File: src/rtl/hazard_unit_mc.sv
// hazard_unit_mc: pipeline hazard unit with multi-cycle (mul/div) EX support.
//   Forwarding : ForwardAE/ForwardBE select the ALU operand source
//                (00 register file, 10 MEM result, 01 WB result).
//   Stalls     : StallF/StallD on a load-use hazard or a multi-cycle stall;
//                StallE only during a multi-cycle stall.
//   Flushes    : FlushD on a taken branch; FlushE on a load-use bubble or a
//                taken branch; FlushM while a multi-cycle op holds EX.
//   MdBusy     : a multi-cycle op is holding EX this cycle.
//   StallCount : saturating count of clock edges with StallF high.
// clk is the sole clock; reset is asynchronous and active-high.
module hazard_unit_mc #(
  parameter int unsigned REG_AW = 5,
  parameter int unsigned MD_LAT = 4,
  parameter int unsigned CNT_W  = 32
) (
  input  logic              clk,
  input  logic              reset,
  input  logic [REG_AW-1:0] Rs1D,
  input  logic [REG_AW-1:0] Rs2D,
  input  logic [REG_AW-1:0] Rs1E,
  input  logic [REG_AW-1:0] Rs2E,
  input  logic [REG_AW-1:0] RdE,
  input  logic [REG_AW-1:0] RdM,
  input  logic [REG_AW-1:0] RdW,
  input  logic              PCSrcE,
  input  logic              ResultSrcEb0,
  input  logic              MdStartE,
  input  logic              RegWriteM,
  input  logic              RegWriteW,
  output logic [1:0]        ForwardAE,
  output logic [1:0]        ForwardBE,
  output logic              StallF,
  output logic              StallD,
  output logic              StallE,
  output logic              FlushD,
  output logic              FlushE,
  output logic              FlushM,
  output logic              MdBusy,
  output logic [CNT_W-1:0]  StallCount
);

  localparam int unsigned     MC_W    = $clog2(MD_LAT) + 1;
  localparam logic [MC_W-1:0] MD_LAST = MC_W'(MD_LAT - 1);
  localparam logic [MC_W-1:0] MC_ONE  = MC_W'(1);
  localparam logic [CNT_W-1:0] CNT_ONE = CNT_W'(1);

  logic [MC_W-1:0]  mdcnt_q, mdcnt_d;
  logic [CNT_W-1:0] stall_count_q, stall_count_d;
  logic             lw_stall;
  logic             md_stall;
  logic             stall_fd;

  // Operand forwarding; MEM is checked first so the younger result wins.
  always_comb begin
    ForwardAE = 2'b00;
    if (Rs1E != '0 && Rs1E == RdM && RegWriteM)      ForwardAE = 2'b10;
    else if (Rs1E != '0 && Rs1E == RdW && RegWriteW) ForwardAE = 2'b01;

    ForwardBE = 2'b00;
    if (Rs2E != '0 && Rs2E == RdM && RegWriteM)      ForwardBE = 2'b10;
    else if (Rs2E != '0 && Rs2E == RdW && RegWriteW) ForwardBE = 2'b01;
  end

  always_comb begin
    lw_stall = ResultSrcEb0 && (RdE != '0) && (Rs1D == RdE || Rs2D == RdE);
    // The last occupancy cycle (mdcnt == MD_LAT-1) is the release cycle.
    md_stall = MdStartE && (mdcnt_q != MD_LAST);
    stall_fd = lw_stall || md_stall;

    StallF = stall_fd;
    StallD = stall_fd;
    StallE = md_stall;
    MdBusy = md_stall;
    FlushD = PCSrcE;
    // A load-use bubble is suppressed while EX is held; it re-evaluates
    // once the multi-cycle op releases.
    FlushE = (lw_stall && !md_stall) || PCSrcE;
    FlushM = md_stall;
  end

  always_comb begin
    mdcnt_d = '0;
    if (PCSrcE)        mdcnt_d = '0;
    else if (md_stall) mdcnt_d = mdcnt_q + MC_ONE;

    stall_count_d = stall_count_q;
    if (stall_fd && stall_count_q != '1) stall_count_d = stall_count_q + CNT_ONE;
  end

  always_ff @(posedge clk or posedge reset) begin
    if (reset) begin
      mdcnt_q       <= '0;
      stall_count_q <= '0;
    end else begin
      mdcnt_q       <= mdcnt_d;
      stall_count_q <= stall_count_d;
    end
  end

  assign StallCount = stall_count_q;

endmodule

File: config.mk
export PLATFORM = sky130hd
export DESIGN_NAME = hazard_unit_mc
export DESIGN_NICKNAME = d
export VERILOG_FILES = /design/src/rtl/hazard_unit_mc.sv
export SDC_FILE = /design/constraint.sdc
export NUM_CORES = 1
export LEC_CHECK = 0
export CAP_MARGIN = 20
export CORE_MARGIN = 2
export CORE_UTILIZATION = 35
export DETAILED_ROUTE_END_ITERATION = 12
export PLACE_DENSITY = 0.67
export REMOVE_ABC_BUFFERS = 1
export SYNTH_ARGS = -nofsm -noshare
export SYNTH_HDL_FRONTEND = slang
export SYNTH_SLANG_ARGS = --single-unit
File: constraint.sdc
create_clock -name clk -period 2.3 [get_ports clk]
set_clock_uncertainty 0.05 [all_clocks]
set_input_delay 0.46 -clock clk [delete_from_list [all_inputs] [get_ports clk]]
set_output_delay 0.46 -clock clk [all_outputs]
set_load 0.01 [all_outputs]
==> summary.txt, run 1 <==
Placed design
  • Port Buffers: 84
  • Inst Count DP: 388
  • Post-DP HPWL: 4.05 mm
  • RePlAce Congestion: 0.851

Yosys
  • Synth warnings: 0
  • Synth top cells by count: xnor2_1, dfrtp_1, nand3_1
  • EDFF count, synth: 0
  • Synth Register Bits: 35
  • Top cell type's share of synthesized area: 41.4%
  • Count leader, synth: xnor2_1
  • Synth cell types: 32
  • Register area share after synthesis: 41.4%
  • Post-Synthesis Cells: between 200 and 250
  • Post-synthesis xor/xnor area fraction: around a quarter
  • Top post-synthesis cells by area: dfrtp_1, xnor2_1, xor2_1, nand4_1, nand3_1
  • Area share of and/or/nand/nor cells after synthesis: approximately 25%
  • Yosys top cell by area: dfrtp_1
  • Syn_area_per_cell: 10.1 um^2
  • Largest family of logic cells by synthesized area: simple AND/OR/NAND/NOR gates
  • Netlist Area Pre-Place: 2110 um^2
  • Post-synthesis adder-cell area fraction: 1.78%
  • Synth Area in Compound Gates: between 3 and 4%
  • Ys flop type: dfrtp_1
  • Multiplexer area fraction after synthesis: 1.07%
  • Async SR Flop Fraction: 100%

Floorplanning
  • Core area: 5890 um^2
  • Die width: 81.7 um
  • Starting Density: 35.9%
  • DIE AREA: 6680 um^2
  • I/O pins: 85
  • Die Y: 81.7 um
  • Cell Rows: 28

Clock tree
  • H-tree lvl count: 2
  • CTS root buf: clkbuf_8
  • CTS Buf Count: 5
  • CTS tree: yes
  • Clock latency on the worst-skew pair: about 0.29 ns
  • Max Root-Sink Buffers: 2
  • Worst-path clk slew: 0.08 ns
  • Total clock sinks: 35

Global routing
  • Vias in the first global route: 1977
  • Antenna violations before repair: 0
  • GRT overflow: 0
  • Largest net degree at the start of global routing: 36
  • Global-route wire length before repair: ~8.8 mm
  • Gr usage total: 16.9%

Power and ir drop
  • Leakage: 1.52 nW
  • Power Density: 512 nW/um^2
  • Total power: 1.73 mW
  • Max VDD drop: slightly below 0.5 mV

Layout
  • Ant diodes: 0
  • Layout area overhead: 59.7%
  • Final design utilization: 57.4%
  • Finished Layout Cells: ~400
  • Share of cells above drive strength 1: 22.6%
  • Final #Nets: 372

STA
  • Worst-Margin Slew: 0.441 ns
  • Tmin final: 2.24 ns
  • RSZ-0062 raised after global routing: true
  • Setup total negative slack: 0 ns
  • Slew Viols, Final: 0
  • WHS: 0.397 ns
  • Slew Limit Headroom: about 71%
  • Final setup violation count: 0
  • Fin crit share: between 90% and 100%
  • Final hold vios: 0
  • F_max: 446 MHz

Drt
  • # DRC: 0
  • Iteration-0 DRC Markers: 53
  • Via density: between 4 and 5
  • WL/cell: 13.7 um
  • Vias: 2000
  • Initial DRT Pass Iterations: 4
  • Post-route ant nets: 0
  • Routed WL: between 5 and 6 mm

Run status
  • Run status: complete, no violations

Run
  • Max-Cap Viols: 0

Critical path
  • Worst reg2reg path depth: 6
  • WP data arrival: 1.73 ns
  • Crit start category: input port
  • Slowest stage cell, crit path: or4_4
  • Crit-path max cell delay: 0.55 ns
  • Crit-path cells: clkdlybuf4s15_1, or4_4, o21ai_4, o21a_1, inv_2, buf_6
  • Crit Path Max Fanout: 3
  • Req. time, crit path: 1.79 ns
  • Crit. End Element: output port
  • Reg2reg setup slack: 0.14 ns
  • Setup CP Type: input port to output port

Worst hold path
  • Hold-critical path depth: 1
  • Worst hold path class: flip-flop to flip-flop
==> stage by stage <==
| stage | worst slack [ns] | instance area, um^2 |
|---|---|---|
| floorplan | 0.147 | 2060 |
| global placement | -0.645 | 3190 |
| detailed placement | -0.706 | 3190 |
| CTS | -0.0754 | 3330 |
| global route | -0.0268 | 3380 |
| finish | 0.0569 | 3380 |
==> final cells by class <==
cell class | instances | area (um^2)
Sequential cell | 35 | 876
Multi-Input combinational cell | 163 | 1240
Timing Repair Buffer | 117 | 1040
Clock buffer | 6 | 82.6
Clock inverter | 2 | 16.3
Fill cell | 547 | 2510
Inverter | 5 | 18.8
Tap cell | 75 | 93.8
==> final timing paths <==
check | startpoint | endpoint
max in group asynchronous | reset | StallCount[25]$_DFFE_PP0P_
worst max-delay path | RdE[2] | StallD
worst min register to register | mdcnt_q[0]$_DFF_PP0_ | mdcnt_q[0]$_DFF_PP0_
worst min-delay path | mdcnt_q[0]$_DFF_PP0_ | mdcnt_q[0]$_DFF_PP0_
min in group asynchronous | reset | StallCount[7]$_DFFE_PP0P_
worst max register to register | StallCount[0]$_DFFE_PP0P_ | StallCount[1]$_DFFE_PP0P_
==> kinds of logic after synthesis <==
family | after synthesis
muxes | 2
DFF | 35
AOI/OAI and AO/OA | 9
and+or+nand+nor | 91
xor gates and xnor gates | 58
buffers and inverters | 12
adders and majority gates | 3
==> what timing repair did <==
action / 4_1_cts / 5_1_grt
hold buffers: 0 / 0
pin swaps: 12 / 20
endpoints found under the setup margin: 10 / 11
hold endpoints to repair: 0 / 0
gates resized for setup: 63 / 34
setup buffers: 6 / 1
==> power by group <==
group | total, mW | internal (mW) | switching (mW)
logic | 0.504 | 0.296 | 0.208
clock network | 0.475 | 0.244 | 0.231
registers | 0.751 | 0.672 | 0.0786
total | 1.73 | 1.21 | 0.518
==> critical path: cells and delay by family <==
kind	cells	cell delay, ns
simple gates	1	0.55
buf+inv	3	0.41
compound gates	2	0.32
==> registers in the layout, indices dropped and copies added, names as in the netlist <==
name and count:
mdcnt_q 3, StallCount 32
==> placed cells by master (no fill, tap or decap), types with 2 or more instances in the layout <==
| cell | n |
|---|---|
| buf_2 | 4 |
| nor4_4 | 2 |
| xor2_1 | 15 |
| nand4_1 | 16 |
| clkdlybuf4s15_1 | 4 |
| dlymetal6s2s_1 | 11 |
| clkbuf_2 | 8 |
| ha_1 | 3 |
| clkbuf_8 | 6 |
| inv_1 | 4 |
| and2_1 | 3 |
| dfrtp_1 | 35 |
| clkdlybuf4s50_1 | 44 |
| and4_1 | 6 |
| buf_4 | 33 |
| a21oi_1 | 2 |
| or4_4 | 2 |
| nor3_1 | 7 |
| and3_1 | 7 |
| buf_6 | 2 |
| nor2_1 | 8 |
| nand2_1 | 12 |
| dlygate4sd2_1 | 11 |
| nor3_2 | 2 |
| nand3_1 | 18 |
| xnor2_1 | 42 |
==> routing by layer <==
metal,up-vias,routed length (um),global-route usage [%]
met4,0,60,5.00
li1,973,-,-
met1,953,2430,21.9
met5,-,0,0
met3,6,432,4.95
met2,68,2600,27.4
Note: power is estimated with default switching activity, not from simulation.
==> run 2, diff against run 1 <==
==> constraint.sdc (replaced) <==
create_clock -name clk -period 2.3 [get_ports clk]
set_clock_uncertainty 0.05 [all_clocks]
set_input_delay 0.23 -clock clk [delete_from_list [all_inputs] [get_ports clk]]
set_output_delay 0.23 -clock clk [all_outputs]
set_load 0.01 [all_outputs]
==> summary.txt, run 2 (same netlist as run 1, synthesis figures left out) <==
Floorplanning
  • Die width: 81.7 um (unchanged)
  • Cell Rows: 28 (unchanged)
  • I/O pins: 85 (unchanged)
  • DIE AREA: 6680 um^2 (unchanged)
  • Core area: 5890 um^2 (unchanged)
  • Starting Density: 35.9% (unchanged)
  • Die Y: 81.7 um (unchanged)

Placed design
  • Port Buffers: 84 (unchanged)
  • Setup Slack @ Placement: -0.216 ns (was -0.706 ns)
  • RePlAce Congestion: 0.835 (was 0.851)
  • Inst Count DP: 380 (was 388)
  • Post-DP HPWL: 4.09 mm (was 4.05 mm)

Critical path
  • Crit. End Element: output port (unchanged)
  • Reg2reg setup slack: 0.1 ns (was 0.14 ns)
  • Worst reg2reg path depth: 6 (unchanged)
  • Worst r2r src: StallCount[0]$_DFFE_PP0P_ (unchanged)
  • Setup CP Type: input port to output port (unchanged)
  • Req. time, crit path: 2.02 ns (was 1.79 ns)
  • Crit Path Max Fanout: 2 (was 3)
  • Crit start category: input port (unchanged)
  • WP data arrival: 1.92 ns (was 1.73 ns)
  • Worst reg2reg endpoint: StallCount[1]$_DFFE_PP0P_ (unchanged)

Global routing
  • GR Util met2: 27.6% (was 27.4%)
  • Antenna violations before repair: 0 (unchanged)
  • Grt met1 use: 20.0% (was 21.9%)
  • Gr usage total: 16.3% (was 16.9%)
  • Vias in the first global route: 1974 (was 1977)
  • Global-route wire length before repair: 8.61 mm (was 8.78 mm)
  • Busiest grt layer: met2 (unchanged)
  • GRT overflow: 0 (unchanged)
  • Met3 usage: 4.73% (was 4.95%)
  • Largest net degree at the start of global routing: 36 (unchanged)

STA
  • Worst-Margin Slew: 0.451 ns (was 0.441 ns)
  • Slew Limit Headroom: 69.1% (was 70.6%)
  • Final setup violation count: 0 (unchanged)
  • WHS: 0.292 ns (was 0.397 ns)
  • Fin crit share: 95.8% (was 97.5%)
  • RSZ-0062 raised after global routing: true (unchanged)
  • Slew Viols, Final: 0 (unchanged)
  • Tmin final: 2.20 ns (was 2.24 ns)
  • Final hold vios: 0 (unchanged)
  • Slack of the critical path: 0.0963 ns (was 0.0569 ns)
  • F_max: 454 MHz (was 446 MHz)

Layout
  • Share of cells above drive strength 1: 12.5% (was 22.6%)
  • Ant diodes: 0 (unchanged)
  • Final #Nets: 357 (was 372)
  • Finished Layout Cells: 388 (was 403)
  • Commonest non-fill, non-tap cell in the layout: clkdlybuf4s50_1 (unchanged)
  • Layout area overhead: 53.6% (was 59.7%)
  • Final design utilization: 55.2% (was 57.4%)
  • Max FFs per register: 32 (unchanged)
  • Most frequent cells in the layout: clkdlybuf4s50_1, xnor2_1, dfrtp_1, nand3_1, buf_4 (was clkdlybuf4s50_1, xnor2_1, dfrtp_1, buf_4, nand3_1)

Power and ir drop
  • Max VDD drop: 0.602 mV (was 0.486 mV)
  • Total power: 1.68 mW (was 1.73 mW)
  • Power Density: 519 nW/um^2 (was 512 nW/um^2)
  • Leakage: 1.34 nW (was 1.52 nW)

Clock tree
  • Worst-path clk slew: 0.08 ns (about the same)
  • H-tree lvl count: 2 (unchanged)
  • Clock latency on the worst-skew pair: 0.29 ns (about the same)
  • CTS tree: yes (unchanged)
  • Max Root-Sink Buffers: 2 (unchanged)
  • CTS Buf Count: 5 (unchanged)
  • CTS root buf: clkbuf_8 (unchanged)
  • Total clock sinks: 35 (unchanged)
  • Post-CTS setup buffers: 0 (was 6)

Drt
  • Routed WL: 5.22 mm (was 5.52 mm)
  • Iteration-0 DRC Markers: 41 (was 53)
  • Initial DRT Pass Iterations: 4 (unchanged)
  • WL/cell: 13.5 um (was 13.7 um)
  • Vias: 1931 (was 2000)
  • Via density: 4.98 (was 4.96)
  • # DRC: 0 (unchanged)
  • Post-route ant nets: 0 (unchanged)

Run status
  • Run status: complete, no violations (unchanged)

Run
  • Max-Cap Viols: 0 (unchanged)

Worst hold path
  • Worst hold path class: input port to async pin (was flip-flop to flip-flop)
[run 2: worst max path at each step]
stage                               from  slack, ns  cells past startpoint                         end
2_1_floorplan  StallCount[0]$_DFFE_PP0P_       0.21                      6   StallCount[1]$_DFFE_PP0P_
5_1_grt        StallCount[0]$_DFFE_PP0P_     -0.003                      7  StallCount[30]$_DFFE_PP0P_
3_3_place_gp                     Rs1E[1]      -0.19                      6                ForwardAE[0]
4_1_cts             mdcnt_q[0]$_DFF_PP0_       0.04                      5                      FlushM
3_5_place_dp                     Rs1E[1]      -0.22                      6                ForwardAE[0]
6_report                         Rs1E[1]        0.1                      6                ForwardAE[0]
[run 2: metal layers]
metal  routed length, um  share of wire (%)  vias up
met5                   0                  0        -
met4                  60                1.1        0
met3                 486                9.3        7
met2                2340                 45       67
met1                2330                 45      909
li1                    -                  -      948
[run 2: worst max-delay path, cell delays in order]
cell             delay (ns)
clkdlybuf4s50_1        0.42
or4_1                  0.52
nor2_1                 0.16
nor4_2                 0.08
nor4_1                 0.25
clkdlybuf4s15_1        0.27
[run 2: area by class of cell]
type / count / area [um^2]
sequential: 35 / 876
multi-input combinational: 163 / 1190
clock buffer: 5 / 68.8
fill: 542 / 2640
tap: 75 / 93.8
timing repair buffer: 102 / 972
inverter: 5 / 18.8
clock inverter: 3 / 23.8
[run 2: metrics by stage]
| step | TNS, ns | cell area [um^2] |
|---|---|---|
| final | 0 | 3250 |
| after global routing | -0.00297 | 3250 |
| after CTS | 0 | 3230 |
| after detailed placement | -0.916 | 3130 |
| after global placement | -0.714 | 3130 |
| after floorplan | 0 | 2060 |
[run 2: power by group]
group | switching [mW] | leakage (nW) | internal [mW]
sequential | 0.0780 | 0.473 | 0.672
combinational | 0.193 | 0.824 | 0.281
clock | 0.245 | 0.0408 | 0.216
total | 0.516 | 1.34 | 1.17
[run 2: what timing repair did]
item / 4_1_cts / 5_1_grt
hold buffers: 0 / 0
gates resized for setup: 13 / 5
setup endpoints to repair: 7 / 7
pin swaps: 1 / 0
